$ cat src/rtl/imem_program_loader.sv
// Byte-stream loader for the instruction memory write port: little-endian word-count header,
// then N words, each written once; the core stays in reset until the load completes.
// Optional trailing XOR checksum byte is enabled with `define LOADER_CHECKSUM_EN.
module imem_program_loader #(
   parameter logic [63:0] BASE_ADDR = 64'h0,
   parameter int unsigned MAX_WORDS = 1024
) (
   input  logic        clk,
   input  logic        rst_n,
   input  logic        start,
   input  logic [7:0]  s_data,
   input  logic        s_valid,
   output logic        s_ready,
   output logic        we,
   output logic [63:0] addr_w,
   output logic [31:0] data_w,
   output logic        core_rst_n,
   output logic        busy,
   output logic        done,
   output logic        error
);

   typedef enum logic [2:0] {
      IDLE  = 3'd0,
      HDR   = 3'd1,
      DATA  = 3'd2,
      WRITE = 3'd3,
`ifdef LOADER_CHECKSUM_EN
      CSUM  = 3'd4,
`endif
      DONE  = 3'd5,
      ERR   = 3'd6
   } state_t;

`ifdef LOADER_CHECKSUM_EN
   localparam state_t LAST = CSUM;
`else
   localparam state_t LAST = DONE;
`endif

   state_t      state, nxt;
   logic [1:0]  bcnt;
   logic [31:0] nwords;
   logic [23:0] wbuf;
   logic [31:0] idx;
   logic        acc, last_byte;
   logic [31:0] n_full, w_full;
   logic        rdy_n, busy_n;
`ifdef LOADER_CHECKSUM_EN
   logic [7:0]  csum;
`endif

   assign acc       = s_valid & s_ready;
   assign last_byte = acc & (bcnt == 2'd3);
   // Bytes shift in from the top so the first byte lands in bits [7:0].
   assign n_full    = {s_data, nwords[31:8]};
   assign w_full    = {s_data, wbuf};

   always_comb begin
      nxt = state;
      unique case (state)
         IDLE, DONE, ERR: if (start) nxt = HDR;
         HDR: begin
            if (last_byte) begin
               if (n_full > MAX_WORDS)   nxt = ERR;
               else if (n_full == 32'd0) nxt = LAST;
               else                      nxt = DATA;
            end
         end
         DATA:  if (last_byte) nxt = WRITE;
         WRITE: nxt = (idx == nwords) ? LAST : DATA;
`ifdef LOADER_CHECKSUM_EN
         CSUM:  if (acc) nxt = (s_data == csum) ? DONE : ERR;
`endif
         default: nxt = IDLE;
      endcase
   end

   always_comb begin
      rdy_n = (nxt == HDR) || (nxt == DATA);
`ifdef LOADER_CHECKSUM_EN
      rdy_n = rdy_n || (nxt == CSUM);
`endif
      busy_n = rdy_n || (nxt == WRITE);
   end

   always_ff @(posedge clk or negedge rst_n) begin
      if (!rst_n) state <= IDLE;
      else        state <= nxt;
   end

   always_ff @(posedge clk or negedge rst_n) begin
      if (!rst_n) begin
         bcnt   <= 2'd0;
         nwords <= 32'd0;
         wbuf   <= 24'd0;
         idx    <= 32'd0;
         addr_w <= BASE_ADDR;
         data_w <= 32'd0;
`ifdef LOADER_CHECKSUM_EN
         csum   <= 8'd0;
`endif
      end else begin
         if (nxt == HDR && state != HDR) begin
            bcnt   <= 2'd0;
            nwords <= 32'd0;
            idx    <= 32'd0;
`ifdef LOADER_CHECKSUM_EN
            csum   <= 8'd0;
`endif
         end else if (acc && (state == HDR || state == DATA)) begin
            bcnt <= bcnt + 2'd1;
`ifdef LOADER_CHECKSUM_EN
            csum <= csum ^ s_data;
`endif
            if (state == HDR) nwords <= n_full;
            else              wbuf   <= w_full[31:8];
         end
         // Address/data are latched on the last byte so they are stable during the we cycle.
         if (state == DATA && last_byte) begin
            addr_w <= BASE_ADDR + {30'd0, idx, 2'b00};
            data_w <= w_full;
            idx    <= idx + 32'd1;
         end
      end
   end

   always_ff @(posedge clk or negedge rst_n) begin
      if (!rst_n) begin
         s_ready    <= 1'b0;
         we         <= 1'b0;
         core_rst_n <= 1'b0;
         busy       <= 1'b0;
         done       <= 1'b0;
         error      <= 1'b0;
      end else begin
         s_ready    <= rdy_n;
         we         <= (nxt == WRITE);
         core_rst_n <= (nxt == DONE);
         busy       <= busy_n;
         done       <= (nxt == DONE);
         error      <= (nxt == ERR);
      end
   end

endmodule
$ cat config.mk
export PLATFORM = sky130hd
export DESIGN_NAME = imem_program_loader
export DESIGN_NICKNAME = d
export VERILOG_FILES = /design/src/rtl/imem_program_loader.sv
export SDC_FILE = /design/constraint.sdc
export NUM_CORES = 1
export LEC_CHECK = 0
export CAP_MARGIN = 20
export CORE_MARGIN = 3
export CORE_UTILIZATION = 54
export CTS_CLUSTER_DIAMETER = 30
export DETAILED_ROUTE_END_ITERATION = 12
export PLACE_DENSITY = 0.87
export SETUP_SLACK_MARGIN = 0.4
export SYNTH_ARGS = -nofsm -noshare
export SYNTH_HDL_FRONTEND = slang
export SYNTH_SLANG_ARGS = --single-unit
$ cat constraint.sdc
create_clock -name clk -period 2.05 [get_ports clk]
set_input_delay 0.615 -clock clk [delete_from_list [all_inputs] [get_ports clk]]
set_output_delay 0.615 -clock clk [all_outputs]
set_load 0.02 [all_outputs]
==> results of run 1 <==
## final timing paths
path                                           to                   from  cells past startpoint  slack, ps
min in group clk            data_w[6]$_DFFE_PN0P_    wbuf[6]$_DFFE_PN0P_                      2        470
min                        addr_w[16]$_DFFE_PN0P_                  rst_n                      1        140
min reg2reg                 data_w[6]$_DFFE_PN0P_    wbuf[6]$_DFFE_PN0P_                      2        470
max                            state[1]$_DFF_PN0_  nwords[1]$_DFFE_PN0P_                      6       -170
max in group asynchronous     idx[26]$_DFFE_PN0P_                  rst_n                      2       1270
max reg2reg                    state[1]$_DFF_PN0_  nwords[1]$_DFFE_PN0P_                      6       -170
## timing repair
| action | in CTS | in global routing |
|---|---|---|
| gates resized for setup | 382 | 88 |
| cloned | 2 | 8 |
| pin swaps | 25 | 20 |
| buffers inserted | 18 | 22 |
| endpoints found under the setup margin | 174 | 121 |
## metal layers
layer  vias up  global-route usage [%]  share of wire (%)
met5         -                       0                  0
met4         0                    17.2                7.6
met3       213                    6.40                 11
met2       682                    49.0                 48
met1      3489                    35.3                 33
li1       2949                       -                  -
## cell usage in the layout, fill, tap and decap left out, drive strengths merged, types with 4 or more instances in the layout
master / count
conb: 32
nand4: 19
nor4: 12
o31ai: 6
buf: 168
and4: 4
a21oi: 48
or3: 6
xnor2: 37
dlygate4sd2: 4
clkinv: 6
nand2: 283
dfrtp: 162
mux2: 24
nand2b: 5
inv: 9
nand3: 16
nor2: 21
clkbuf: 24
and3: 6
clkdlybuf4s50: 6
nor3: 4
a31oi: 6
o21ai: 34
## metrics by stage
stage	setup slack (ps)	hold WS [ps]	power (mW)
finish	-168	136	11.4
CTS	292	157	10.4
floorplan	285	319	5.79
global placement	-286	449	6.61
global route	-275	180	11.7
detailed placement	-413	454	6.73
## sequential cells by signal, indices dropped and copies added, names as in the netlist
signal,cells
addr_w,32
data_w,32
idx,32
nwords,32
wbuf,24
state,3
bcnt,2
busy,1
done,1
error,1
s_ready,1
we,1
## power by group
group,internal [mW],total [mW],switching [mW]
sequential,3.73,4.38,0.656
clock,1.94,3.35,1.41
combinational,1.52,3.66,2.14
## logic make-up (layout without fill, tap and decap cells)
| group | count (synthesis) | count (layout) | share of synthesized area, % |
|---|---|---|---|
| AND/OR/NAND/NOR | 387 | 387 | 22.7 |
| flip-flops | 162 | 162 | 53.8 |
| AO/OA/AOI/OAI | 107 | 107 | 7.98 |
| buffers and inverters | 89 | 221 | 6.79 |
| XOR/XNOR | 38 | 38 | 4.42 |
| multiplexers | 27 | 27 | 3.98 |
| adder cells (fa/ha/maj) | 2 | 2 | 0.332 |
| other | 1 | 32 | 0.0498 |
## layout make-up
cell class	count	area share, %
Clock buffer	18	4.26
Clock inverter	14	1.77
Inverter	5	0.310
Multi-Input combinational cell	593	35.4
Sequential cell	162	40.5
Tap cell	176	2.18
Timing Repair Buffer	184	15.5
==> PnR_summary.wiki, run 1 <==
{| class="wikitable"
! Metric !! Value
|-
| Initial antenna violation count || 0
|-
| CP bufs+invs || 1
|-
| Power density over the cells || approximately 1100 mW/mm²
|-
| Number of buffers on the longest clock path || 2
|-
| Biggest cell delay along the critical path || about 560 ps
|-
| Routed len/inst || between 20 and 25 µm
|-
| Global placement routability congestion || slightly above 0.9
|-
| Synthesis-to-layout area growth || 33.8%
|-
| Hold Violations, Final || 0
|-
| LEAKAGE || 4.97 nW
|-
| CTS tree || done
|-
| Maximum level of the CTS H-tree || 4
|-
| Placed cell count || between 1k and 1.5k
|-
| Detailed-route wire length || around 27 mm
|-
| Most instantiated flip-flop cell in the synthesis netlist || sky130_fd_sc_hd__dfrtp_1
|-
| Achievable frequency || between 400 and 500 MHz
|-
| Largest net degree at the start of global routing || 53
|-
| Global Route Usage Sum || between 20% and 30%
|-
| Result of the run || finished, violations left
|-
| Number of clock sinks || around 160
|-
| Post-synth EDFFs || 0
|-
| Unrepaired setup endpoints after global routing || yes
|-
| Portion of the post-synthesis area used by sequential elements || between 50% and 60%
|-
| Number of cell rows || 42
|-
| # setup viols final || 4
|-
| Top post-synthesis cells by area || sky130_fd_sc_hd__dfrtp_1, sky130_fd_sc_hd__nand2_1, sky130_fd_sc_hd__xnor2_1
|-
| Cell area after synthesis || between 0.007 and 0.008 mm²
|-
| Drc violations || 0
|-
| Routed Antenna Nets || 0
|-
| Share of the cycle needed by the critical path after routing || 108%
|-
| Port bufs || roughly 80
|-
| First-pass iteration count of the detailed router || 6
|-
| Number of global-route vias before repair || 6662
|-
| Flop and latch count out of synthesis || approximately 160
|-
| Element type at the critical path end || flop
|-
| Antenna diode instance count || 0
|-
| Final number of max-transition violations || 0
|-
| Non-filler cells in the finished layout || around 1.2k
|-
| Chip width || 124 µm
|-
| Routed vias || roughly 7.3k
|-
| Worst relative slew slack || between 60% and 70%
|-
| Net total in the final layout || about 980
|-
| Cell-by-cell trace of the critical path || xnor2_2 -> nand4_1 -> nor4_2 -> buf_4 -> a211o_1 -> o311ai_0
|-
| Post-detailed-placement half-perimeter wirelength || 12.5 mm
|-
| Via-to-Cell Ratio || 6.37
|-
| Failing checks || negative setup slack
|-
| Portion of synthesized cell area occupied by the leading cell type || a little over half
|-
| Synthesized instance count || roughly 800
|-
| Total negative slack || -296 ps
|-
| Die area || between 0.015 and 0.02 mm²
|-
| Wire length of the first global-routing pass || between 30 and 40 mm
|-
| Share of synthesized flip-flops with an asynchronous set or reset || between 90% and 100%
|-
| Top delay family on crit path || simple AND/OR/NAND/NOR gates
|-
| First DRT Iteration DRCs || between 1k and 1.5k
|-
| Clock skew after layout || roughly 14 ps
|-
| Share of layout cells above drive strength 1 || a little over a third
|-
| Num CTS Buffers || 17
|-
| Die extent in y || roughly 120 µm
|-
| Minimum period implied by the final worst setup slack || ~2200 ps
|-
| Cell area after placement || just under 0.009 mm²
|-
| Cell type contributing the most total cell area after synthesis || sky130_fd_sc_hd__dfrtp_1
|-
| Final design area excluding fillers || 0.0101 mm²
|-
| Data required time at the worst endpoint || 2310 ps
|-
| Average instance area after synthesis || approximately 9.3 µm²
|-
| Max-Cap Viols || 0
|-
| Post-synth cell types || 49
|-
| Hold buffer count at cts || 0
|-
| Slowest library cell on the worst path || sky130_fd_sc_hd__nor4_2
|-
| Multi-input combinational cell area || roughly 0.0036 mm²
|-
| Register Area || 0.00409 mm²
|-
| Most used standard cell by instance count after synthesis || sky130_fd_sc_hd__nand2_1
|-
| Most common library cells after synthesis || sky130_fd_sc_hd__nand2_1, sky130_fd_sc_hd__dfrtp_1, sky130_fd_sc_hd__a21oi_1
|-
| Maximum fanout along the worst path || 2
|-
| I/O pin total || about 110
|-
| Fill cell total of the finished layout || roughly 790
|-
| Core area || roughly 0.013 mm²
|-
| Crit Path Class || reg2reg
|-
| Residual overflow from global routing || 0
|-
| Layout Utilization || 75.0%
|-
| Starting density of the core || a little under three fifths
|-
| Startpoint kind of the worst setup timing path || flop
|-
| Clk Latency, worst-skew pair || between 400 and 500 ps
|-
| VDD IR-drop max || around 0.87 mV
|-
| Setup slack after layout || -168 ps
|-
| Worst hold path class || in2async
|-
| Clock transition at the register clock pins on the worst setup and hold paths after CTS || 70 ps
|-
| Critical path data arrival time || 2470 ps
|-
| YS warnings || 0
|-
| Worst-margin pin slew || about 570 ps
|-
| Root buffer selected by CTS || sky130_fd_sc_hd__clkbuf_16
|}
Power figures use the tool's default switching activity.
==> run 2: changes to the inputs <==
- CORE_MARGIN: 3 -> 1.5
==> run 2 against run 1 <==
  * The flow still finishes with violations (negative setup slack)
  * Core utilization increased by 3.5 points
  * Sequential cell count did not move
  * Cell count down 0.78%
  * Largest power group unchanged
  * Critical path depth down 1
  * Sequential power is 3% higher
  * Via count rose by 0.15%
  * Non-clock buffer count fell by 9
  * Wire length up 2.8%
  * Clock skew is 2.3 ps lower
==> PnR_summary.wiki, run 2 (synthesis results as in run 1) <==
{| class="wikitable"
! Metric !! Value
|-
| Maximum fanout along the worst path || 32
|-
| Startpoint kind of the worst setup timing path || flop
|-
| Via-to-Cell Ratio || 6.43
|-
| Final number of max-transition violations || 0
|-
| Antenna diode instance count || 0
|-
| Unrepaired setup endpoints after global routing || yes
|-
| Placed cell count || roughly 1.1k
|-
| Root buffer selected by CTS || sky130_fd_sc_hd__clkbuf_16
|-
| Data required time at the worst endpoint || ~2300 ps
|-
| Final design area excluding fillers || between 0.01 and 0.015 mm²
|-
| Element type at the critical path end || flop
|-
| Hold Violations, Final || 0
|-
| Drc violations || 0
|-
| Register Area || about 0.004 mm²
|-
| Power density over the cells || ~1100 mW/mm²
|-
| First-pass iteration count of the detailed router || 6
|-
| I/O pin total || between 100 and 150
|-
| Minimum period implied by the final worst setup slack || 2110 ps
|-
| Die extent in y || 121 µm
|-
| VDD IR-drop max || approximately 0.68 mV
|-
| Worst-margin pin slew || 540 ps
|-
| Cell area after placement || approximately 0.0086 mm²
|-
| Synthesis-to-layout area growth || 40.0%
|-
| Chip width || ~120 µm
|-
| Initial antenna violation count || 0
|-
| Worst hold path class || in2async
|-
| Global placement routability congestion || between 0.8 and 0.9
|-
| Number of global-route vias before repair || roughly 6.2k
|-
| Routed Antenna Nets || 0
|-
| First DRT Iteration DRCs || 960
|-
| Starting density of the core || 56.0%
|-
| Number of cell rows || 42
|-
| Detailed-route wire length || between 20 and 30 mm
|-
| Residual overflow from global routing || 0
|-
| Net total in the final layout || 968
|-
| Die area || approximately 0.015 mm²
|-
| Worst relative slew slack || 64.0%
|-
| # setup viols final || 2
|-
| Post-detailed-placement half-perimeter wirelength || between 10 and 15 mm
|-
| Critical path data arrival time || about 2400 ps
|-
| Total power of the final layout || between 10 and 15 mW
|-
| Highest signal layer in the routed design || met4
|-
| Clk Latency, worst-skew pair || roughly 450 ps
|-
| Leading cell type in the layout, fill and taps excluded || sky130_fd_sc_hd__nand2_1
|-
| Setup slack after layout || -58.3 ps
|-
| Num CTS Buffers || 17
|-
| Clock transition at the register clock pins on the worst setup and hold paths after CTS || approximately 70 ps
|-
| LEAKAGE || slightly above 5 nW
|-
| Max-Cap Viols || 0
|-
| Commonest cells after routing, fill and taps aside || sky130_fd_sc_hd__nand2_1, sky130_fd_sc_hd__dfrtp_1, sky130_fd_sc_hd__buf_2
|-
| Largest net degree at the start of global routing || about 60
|-
| Crit Path Class || reg2reg
|-
| Core area || 0.0135 mm²
|-
| Maximum level of the CTS H-tree || 4
|-
| Met2 Wirelength || 13.1 mm
|-
| M1 WL || 9.43 mm
|-
| Non-filler cells in the finished layout || 1143
|-
| Share of layout cells above drive strength 1 || a little over two fifths
|-
| Wire length of the first global-routing pass || between 30 and 40 mm
|-
| Routed vias || 7344
|-
| Result of the run || finished, violations left
|-
| Number of buffers on the longest clock path || 2
|-
| Routed len/inst || between 20 and 25 µm
|-
| Fill cell total of the finished layout || 718
|-
| Achievable frequency || about 470 MHz
|-
| Clock skew after layout || 11.6 ps
|-
| Number of clock sinks || between 150 and 200
|-
| Multi-input combinational cell area || 0.00400 mm²
|-
| Global Route Usage Sum || between 20% and 30%
|-
| Share of the cycle needed by the critical path after routing || 103%
|-
| Hold buffer count at cts || 0
|-
| Failing checks || negative setup slack
|-
| Port bufs || 81
|-
| CTS tree || done
|-
| Met3 wire length || about 2.8 mm
|}
run 2: cell types whose count changed in the layout (fill, tap and decap cells not counted), moves of 3 or more:
cell,delta
sky130_fd_sc_hd__a21oi_1,-4
sky130_fd_sc_hd__a21oi_2,+5
sky130_fd_sc_hd__buf_12,+4
sky130_fd_sc_hd__buf_4,-22
sky130_fd_sc_hd__buf_6,+9
sky130_fd_sc_hd__buf_8,-3
sky130_fd_sc_hd__clkbuf_16,+4
sky130_fd_sc_hd__clkinvlp_4,+3
sky130_fd_sc_hd__nand2_1,-78
sky130_fd_sc_hd__nand2_2,+46
sky130_fd_sc_hd__nand2_4,+32
run 2: path summary, 6_finish.rpt:
check                                   endpoint                  start  cells past startpoint  slack, ps
max                        nwords[5]$_DFFE_PN0P_     state[2]$_DFF_PN0_                      5        -60
min                           idx[5]$_DFFE_PN0P_                  rst_n                      1         40
max reg2reg                nwords[5]$_DFFE_PN0P_     state[2]$_DFF_PN0_                      5        -60
min reg2reg                addr_w[3]$_DFFE_PN0P_  addr_w[3]$_DFFE_PN0P_                      2        480
max in group asynchronous     idx[0]$_DFFE_PN0P_                  rst_n                      2       1350
min in group clk           addr_w[3]$_DFFE_PN0P_  addr_w[3]$_DFFE_PN0P_                      2        480
run 2: cell type report:
type	count	share of cell area (%)
multi-input cells	593	37.9
inverters	5	0.249
flip-flops and latches	162	38.7
clock buffers	18	4.16
well taps	176	2.09
clock inverters	14	1.27
repair buffers	175	15.6
run 2: critical path, stage by stage (launching register included):
cell and delay (ps):
sky130_fd_sc_hd__dfrtp_1 430, sky130_fd_sc_hd__nand3b_1 360, sky130_fd_sc_hd__nor2_1 380, sky130_fd_sc_hd__buf_12 240, sky130_fd_sc_hd__nand2_1 80, sky130_fd_sc_hd__a21oi_1 440
run 2: where the power goes:
group          switching [mW]  internal, mW
logic                    2.03          1.47
clock network            1.44          1.72
registers               0.771          3.73
total                    4.24          6.92
run 2: layer usage:
metal,up-vias,track usage (%)
li1,2934,-
met1,3524,33.8
met2,654,43.5
met3,232,7.94
met4,0,11.6
met5,-,0
run 2: through the flow:
stage	utilization [%]	setup WS [ps]	hold WS [ps]	setup TNS [ps]
3_5_place_dp	64.2	-420	455	-28350
6_report	78.5	-58.3	37.8	-68.0
2_1_floorplan	-	285	319	0
3_3_place_gp	64.2	-379	449	-22520
5_1_grt	78.5	-86.9	54.0	-157
4_1_cts	67.6	272	49.7	0
run 2: timing repair:
action                     4_1_cts  5_1_grt
pin swaps                       19      122
buffers inserted                10       24
gates resized for setup        329      276
cloned                           0       15
setup endpoints to repair      198      139
==> run 3: changes to the inputs <==
- ABC_CLOCK_PERIOD_IN_PS: not set -> 2050
==> results of run 3 <==
Final layout, timing and power as in run 2 (identical DEF).
